[src/rtl/fdiv_round_pack.sv]
// Final stage of the FP divide path: delays sign/exponent/class to meet the divider's quotient,
// then normalizes, rounds to nearest-even and packs an IEEE-754 single with status flags.
module fdiv_round_pack #(
   parameter int unsigned WIDTH  = 27,
   parameter int unsigned FRAC_W = 23,
   parameter int unsigned EXP_W  = 8,
   parameter int unsigned LAT    = 11
) (
   input  logic                      clk,
   input  logic                      rst,
   input  logic                      in_valid,
   input  logic                      in_sign,
   input  logic [EXP_W+1:0]          in_exp,
   input  logic [1:0]                in_class,
   input  logic [WIDTH-1:0]          div_quot,
   input  logic                      div_sticky,
   input  logic                      div_done,
   output logic                      out_valid,
   output logic [EXP_W+FRAC_W:0]     out_result,
   output logic [2:0]                out_flags,
   output logic                      out_err
);
   localparam int unsigned EW   = EXP_W + 2;
   localparam int unsigned LowW = WIDTH - FRAC_W - 3;
   localparam int unsigned RW   = EXP_W + FRAC_W + 1;
   localparam logic signed [EW-1:0] EMax  = EW'((2 ** EXP_W) - 1);
   localparam logic signed [EW-1:0] EZero = '0;

   logic [LAT-1:0] vld_q, vld_d, sgn_q, sgn_d;
   logic [EW-1:0]  exp_q [LAT];
   logic [EW-1:0]  exp_d [LAT];
   logic [1:0]     cls_q [LAT];
   logic [1:0]     cls_d [LAT];

   logic          out_valid_q, out_valid_d, out_err_q, out_err_d;
   logic [RW-1:0] out_result_q, out_result_d;
   logic [2:0]    out_flags_q, out_flags_d;

   always_comb begin
      vld_d    = vld_q;
      sgn_d    = sgn_q;
      exp_d    = exp_q;
      cls_d    = cls_q;
      vld_d[0] = in_valid;
      sgn_d[0] = in_sign;
      exp_d[0] = in_exp;
      cls_d[0] = in_class;
      for (int unsigned i = 1; i < LAT; i++) begin
         vld_d[i] = vld_q[i-1];
         sgn_d[i] = sgn_q[i-1];
         exp_d[i] = exp_q[i-1];
         cls_d[i] = cls_q[i-1];
      end
   end

   logic                 hi, no_lead, g, s, inc, fire, t_sgn;
   logic [WIDTH-1:0]     qn;
   logic [FRAC_W:0]      mant;
   logic [FRAC_W+1:0]    mant_r;
   logic signed [EW-1:0] e_norm, e_fin;

   always_comb begin
      t_sgn   = sgn_q[LAT-1];
      hi      = div_quot[WIDTH-2];
      no_lead = ~div_quot[WIDTH-2] & ~div_quot[WIDTH-3];
      qn      = hi ? div_quot : (div_quot << 1);
      mant    = qn[WIDTH-2 -: FRAC_W+1];
      g       = qn[LowW];
      s       = (|qn[LowW-1:0]) | div_sticky;
      inc     = g & (s | mant[0]);
      mant_r  = {1'b0, mant} + {{(FRAC_W+1){1'b0}}, inc};
      // Subtract 1 when the leading one sits at WIDTH-2, 2 when it sits one lower.
      e_norm  = exp_q[LAT-1] - {{(EW-2){1'b0}}, ~hi, hi};
      // On carry-out mant_r is 10..0, so its low FRAC_W bits are already the zero fraction.
      e_fin   = e_norm + {{(EW-1){1'b0}}, mant_r[FRAC_W+1]};
      fire    = vld_q[LAT-1] & div_done;

      out_valid_d  = fire;
      out_err_d    = out_err_q | (vld_q[LAT-1] ^ div_done);
      out_result_d = out_result_q;
      out_flags_d  = out_flags_q;
      if (fire) begin
         unique case (cls_q[LAT-1])
            2'b01: begin
               out_result_d = {t_sgn, {(RW-1){1'b0}}};
               out_flags_d  = 3'b000;
            end
            2'b10: begin
               out_result_d = {t_sgn, {EXP_W{1'b1}}, {FRAC_W{1'b0}}};
               out_flags_d  = 3'b000;
            end
            2'b11: begin
               out_result_d = {1'b0, {EXP_W{1'b1}}, 1'b1, {(FRAC_W-1){1'b0}}};
               out_flags_d  = 3'b000;
            end
            default: begin
               if (no_lead || e_fin <= EZero) begin
                  out_result_d = {t_sgn, {(RW-1){1'b0}}};
                  out_flags_d  = 3'b011;
               end else if (e_fin >= EMax) begin
                  out_result_d = {t_sgn, {EXP_W{1'b1}}, {FRAC_W{1'b0}}};
                  out_flags_d  = 3'b101;
               end else begin
                  out_result_d = {t_sgn, e_fin[EXP_W-1:0], mant_r[FRAC_W-1:0]};
                  out_flags_d  = {2'b00, g | s};
               end
            end
         endcase
      end
   end

   always_ff @(posedge clk or negedge rst) begin
      if (!rst) begin
         vld_q        <= '0;
         sgn_q        <= '0;
         for (int unsigned i = 0; i < LAT; i++) begin
            exp_q[i] <= '0;
            cls_q[i] <= '0;
         end
         out_valid_q  <= 1'b0;
         out_err_q    <= 1'b0;
         out_result_q <= '0;
         out_flags_q  <= '0;
      end else begin
         vld_q        <= vld_d;
         sgn_q        <= sgn_d;
         exp_q        <= exp_d;
         cls_q        <= cls_d;
         out_valid_q  <= out_valid_d;
         out_err_q    <= out_err_d;
         out_result_q <= out_result_d;
         out_flags_q  <= out_flags_d;
      end
   end

   assign out_valid  = out_valid_q;
   assign out_result = out_result_q;
   assign out_flags  = out_flags_q;
   assign out_err    = out_err_q;

endmodule

[config.mk]
export PLATFORM = sky130hd
export DESIGN_NAME = fdiv_round_pack
export DESIGN_NICKNAME = d
export VERILOG_FILES = /design/src/rtl/fdiv_round_pack.sv
export SDC_FILE = /design/constraint.sdc
export NUM_CORES = 1
export LEC_CHECK = 0
export BUFFER_PORTS_ARGS = -buffer_cell sky130_fd_sc_hd__buf_2
export CORE_UTILIZATION = 53
export DETAILED_ROUTE_END_ITERATION = 16
export PLACE_DENSITY_LB_ADDON = 0.2
export SLEW_MARGIN = 5
export SYNTH_ARGS = -nofsm -noshare
export SYNTH_HDL_FRONTEND = slang
export SYNTH_SLANG_ARGS = --single-unit
[constraint.sdc]
create_clock -name clk -period 6.65 [get_ports clk]
set_input_delay 1.33 -clock clk [delete_from_list [all_inputs] [get_ports clk]]
set_output_delay 1.33 -clock clk [all_outputs]
set_load 0.01 [all_outputs]
==> results.cfg <==
[timing]
max_freq_ghz = 0.164
fin_skew_ps = 9.33
min_period_ps = 6080
finalHoldViolCount = 0
post-route-period-util_pct = 91.4
slew_headroom_pct = 16.3
grt_setup_unrepaired = false
finalWorstSetupSlack_ps = 569
setup-violations-final = 0
finalMaxSlewViolations = 0
tightestPinTransition_ps = 1250
fin_tns_setup_ps = 0

[cts]
htree_levels = 4
cts_hold_buffers = 0
clock_path_buffers = 2
clkLatencyLatePin_ps = 430
clk_pin_slew_ps = 70
postCtsSetupRepairBufs = 0
cts_root_buf = clkbuf_16
cts-buffers-inserted = 17
cts_resized = 0
cts_tree = built
clock_sinks = 191

[worst_hold_path]
worstHoldEndpoint = exp_d[70]
hold_depth = 0
hold_start = exp_d[80]
hp-class = reg -> reg

[yosys]
synthArstFlopShare_pct = 100
ys_warn_count = 0
synth_top_area_cell = dfrtp_1
synth.area.top_cells = dfrtp_1, o2bb2ai_2, mux2i_1, ha_1, xnor2_1
yosysUniqueCellTypes = 66
synthTopCellsByCount = dfrtp_1, inv_1, nand2_1, nor2_1, o2bb2ai_2
syn-cell-area_um2 = 7160
postSynthCellCount = 506
synth.most_common_cell = dfrtp_1
synth_edf_count = 0
ys.flop_type = dfrtp_1
ys_ff_latch = 191
avgSynthCellArea_um2 = 14.1
syn-num-nets = 565
synth_top_area_share_pct = 66.8
yosysSeqAreaShare_pct = 66.8

[die]
floorplan.die_area_um2 = 14000
fp.dieH_um = 118
placementRows = 42
io_pins = 82
die_w_um = 118
start_util_pct = 54.3
core_area_um2 = 13200

[global_routing]
gr-usage-all-layers_pct = 18.4
grt-busiest-layer = met2
use_met1_pct = 22.3
met2_usage_pct = 30.4
grt_max_degree = 109
grt_pass1_vias = 4154
antenna_found_initial = 0
grt.met3_usage_pct = 5.12
grt-ovfl-total = 0
grt_pass1_wl_um = 19500

[routing]
first_pass_iters = 4
ant_nets = 0
first_iter_violations = 195
totalWireLength_um = 11700
drcViolationCount = 0
wl_per_cell_um = 15.0
viasPerCell = 5.29
num_vias = 4140

[run_status]
run_status = complete, no violations

[placed_design]
gp_congestion = 0.805
dp_hpwl_um = 7490
port_buffers = 80
dpl_worst_slack_ps = 162

[worst_setup_path]
r2r-end = out_result[7]
crit_required_ps = 6990
worstSetupPathType = in -> reg
critPathMaxFanout = 23
rr_startpoint = vld_q[10]
rr_worst_depth = 7
crit_path_end_kind = flip-flop
cp.arrival_ps = 6420
r2r_setup_slack_ps = 3390
startpoint_type = input pin

[finish]
antenna_cells = 0
fillers = 1002
drive_above_1_share_pct = 25.4
area_growth_pct = 15.0
fin_nets = 652

[power_and_ir_drop]
p_per_area_nw_per_um2 = 296
vdd_drop_max_mv = 0.263
leakage_uw = 0.00379

[flow_run]
maxCapViolations = 0
[routing by layer]
metal  vias to the layer above  share of wire [%]
li1                       1936                  -
met1                      2076                 42
met2                       103                 51
met3                        25                4.3
met4                         0                2.3
met5                         -                  0
[cell families after synthesis]
| logic type | after synthesis | share of synthesized area, % |
|---|---|---|
| buffers and inverters | 46 | 3.67 |
| DFF | 191 | 66.8 |
| adders and majority gates | 14 | 2.55 |
| and+or+nand+nor | 110 | 8.02 |
| muxes | 21 | 2.99 |
| AOI/OAI and AO/OA | 91 | 11.9 |
| xor gates and xnor gates | 33 | 4.14 |
[final cells by class]
cell class              instances  area, um2  share of cell area [%]
flip-flops and latches        191       4780                    58.0
repair buffers                 86        454                    5.51
clock inverters                11        120                    1.46
clock buffers                  21        440                    5.35
well taps                     176        220                    2.67
inverters                      28        105                    1.28
multi-input cells             269       2120                    25.7
[power breakdown]
group	internal, uW	switching [uW]	total [uW]
Sequential	1230	23.9	1250
Combinational	88.7	136	224
Clock	529	434	962
Total	1840	593	2440
[per-stage QoR]
stage / instance area [um2] / hold WS, ps / cells / util [%] / power, uW
finish: 8240 / 347 / 782 / 62.4 / 2440
global route: 8240 / 353 / 782 / 62.4 / 2540
CTS: 8240 / 344 / 782 / 62.4 / 2470
detailed placement: 7680 / 335 / 750 / 58.2 / 1500
global placement: 7680 / 331 / 750 / 58.2 / 1490
floorplan: 7160 / 331 / 506 / - / 1410
[worst max-delay path by stage]
stage                       startpoint  slack [ps]  depth (start not counted)             to
after floorplan           div_quot[25]         130                         25  out_result[7]
after global placement    div_quot[25]         310                         22  out_result[7]
after detailed placement  div_quot[25]         160                         22  out_result[7]
after CTS                 div_quot[25]         610                         22  out_result[7]
after global routing      div_quot[25]         320                         22  out_result[7]
final                     div_quot[25]         570                         22  out_result[7]
[layout by cell type (no fill, tap or decap), types with 2 or more instances in the layout]
| master | instances |
|---|---|
| mux2_2 | 3 |
| a21oi_1 | 13 |
| o211ai_1 | 5 |
| ha_1 | 13 |
| inv_1 | 28 |
| buf_2 | 79 |
| nor2_1 | 24 |
| a21boi_0 | 4 |
| o2bb2ai_2 | 20 |
| nand4_1 | 6 |
| nor3b_1 | 3 |
| clkbuf_16 | 17 |
| nor2b_1 | 3 |
| o21ai_0 | 15 |
| dfrtp_1 | 191 |
| inv_6 | 4 |
| o221ai_1 | 8 |
| mux2i_1 | 18 |
| clkbuf_1 | 4 |
| o21a_1 | 4 |
| xor2_1 | 16 |
| nand3_1 | 13 |
| o2bb2ai_1 | 2 |
| buf_4 | 6 |
| or2_2 | 3 |
| xnor2_1 | 16 |
| o2111ai_1 | 3 |
| a311oi_1 | 2 |
| nand2b_1 | 5 |
| inv_8 | 3 |
| nor3_1 | 6 |
| or3_1 | 4 |
| nand2_1 | 28 |
[sequential cells by signal, summed over array words and instances (netlist names)]
| name | flops |
|---|---|
| cls_d | 20 |
| cls_q | 2 |
| exp_d | 100 |
| exp_q | 10 |
| out_err | 1 |
| out_flags | 3 |
| out_result | 32 |
| out_valid | 1 |
| sgn_q | 11 |
| vld_q | 11 |
[worst max-delay path, stage by stage]
cell      delay [ps]
buf_2            130
nand2b_1         220
a21boi_0         190
ha_1             260
nand3_1          120
a2111o_1         420
nor4b_1          570
o211ai_1         210
ha_1             310
inv_1             60
ha_1             170
inv_1             60
fa_1             390
and2b_1          260
o21a_1           200
o22ai_2          110
xnor2_2          130
buf_4            170
a31oi_4          170
or3b_1           370
buf_4            270
o32ai_2          280
Power figures use the tool's default switching activity.
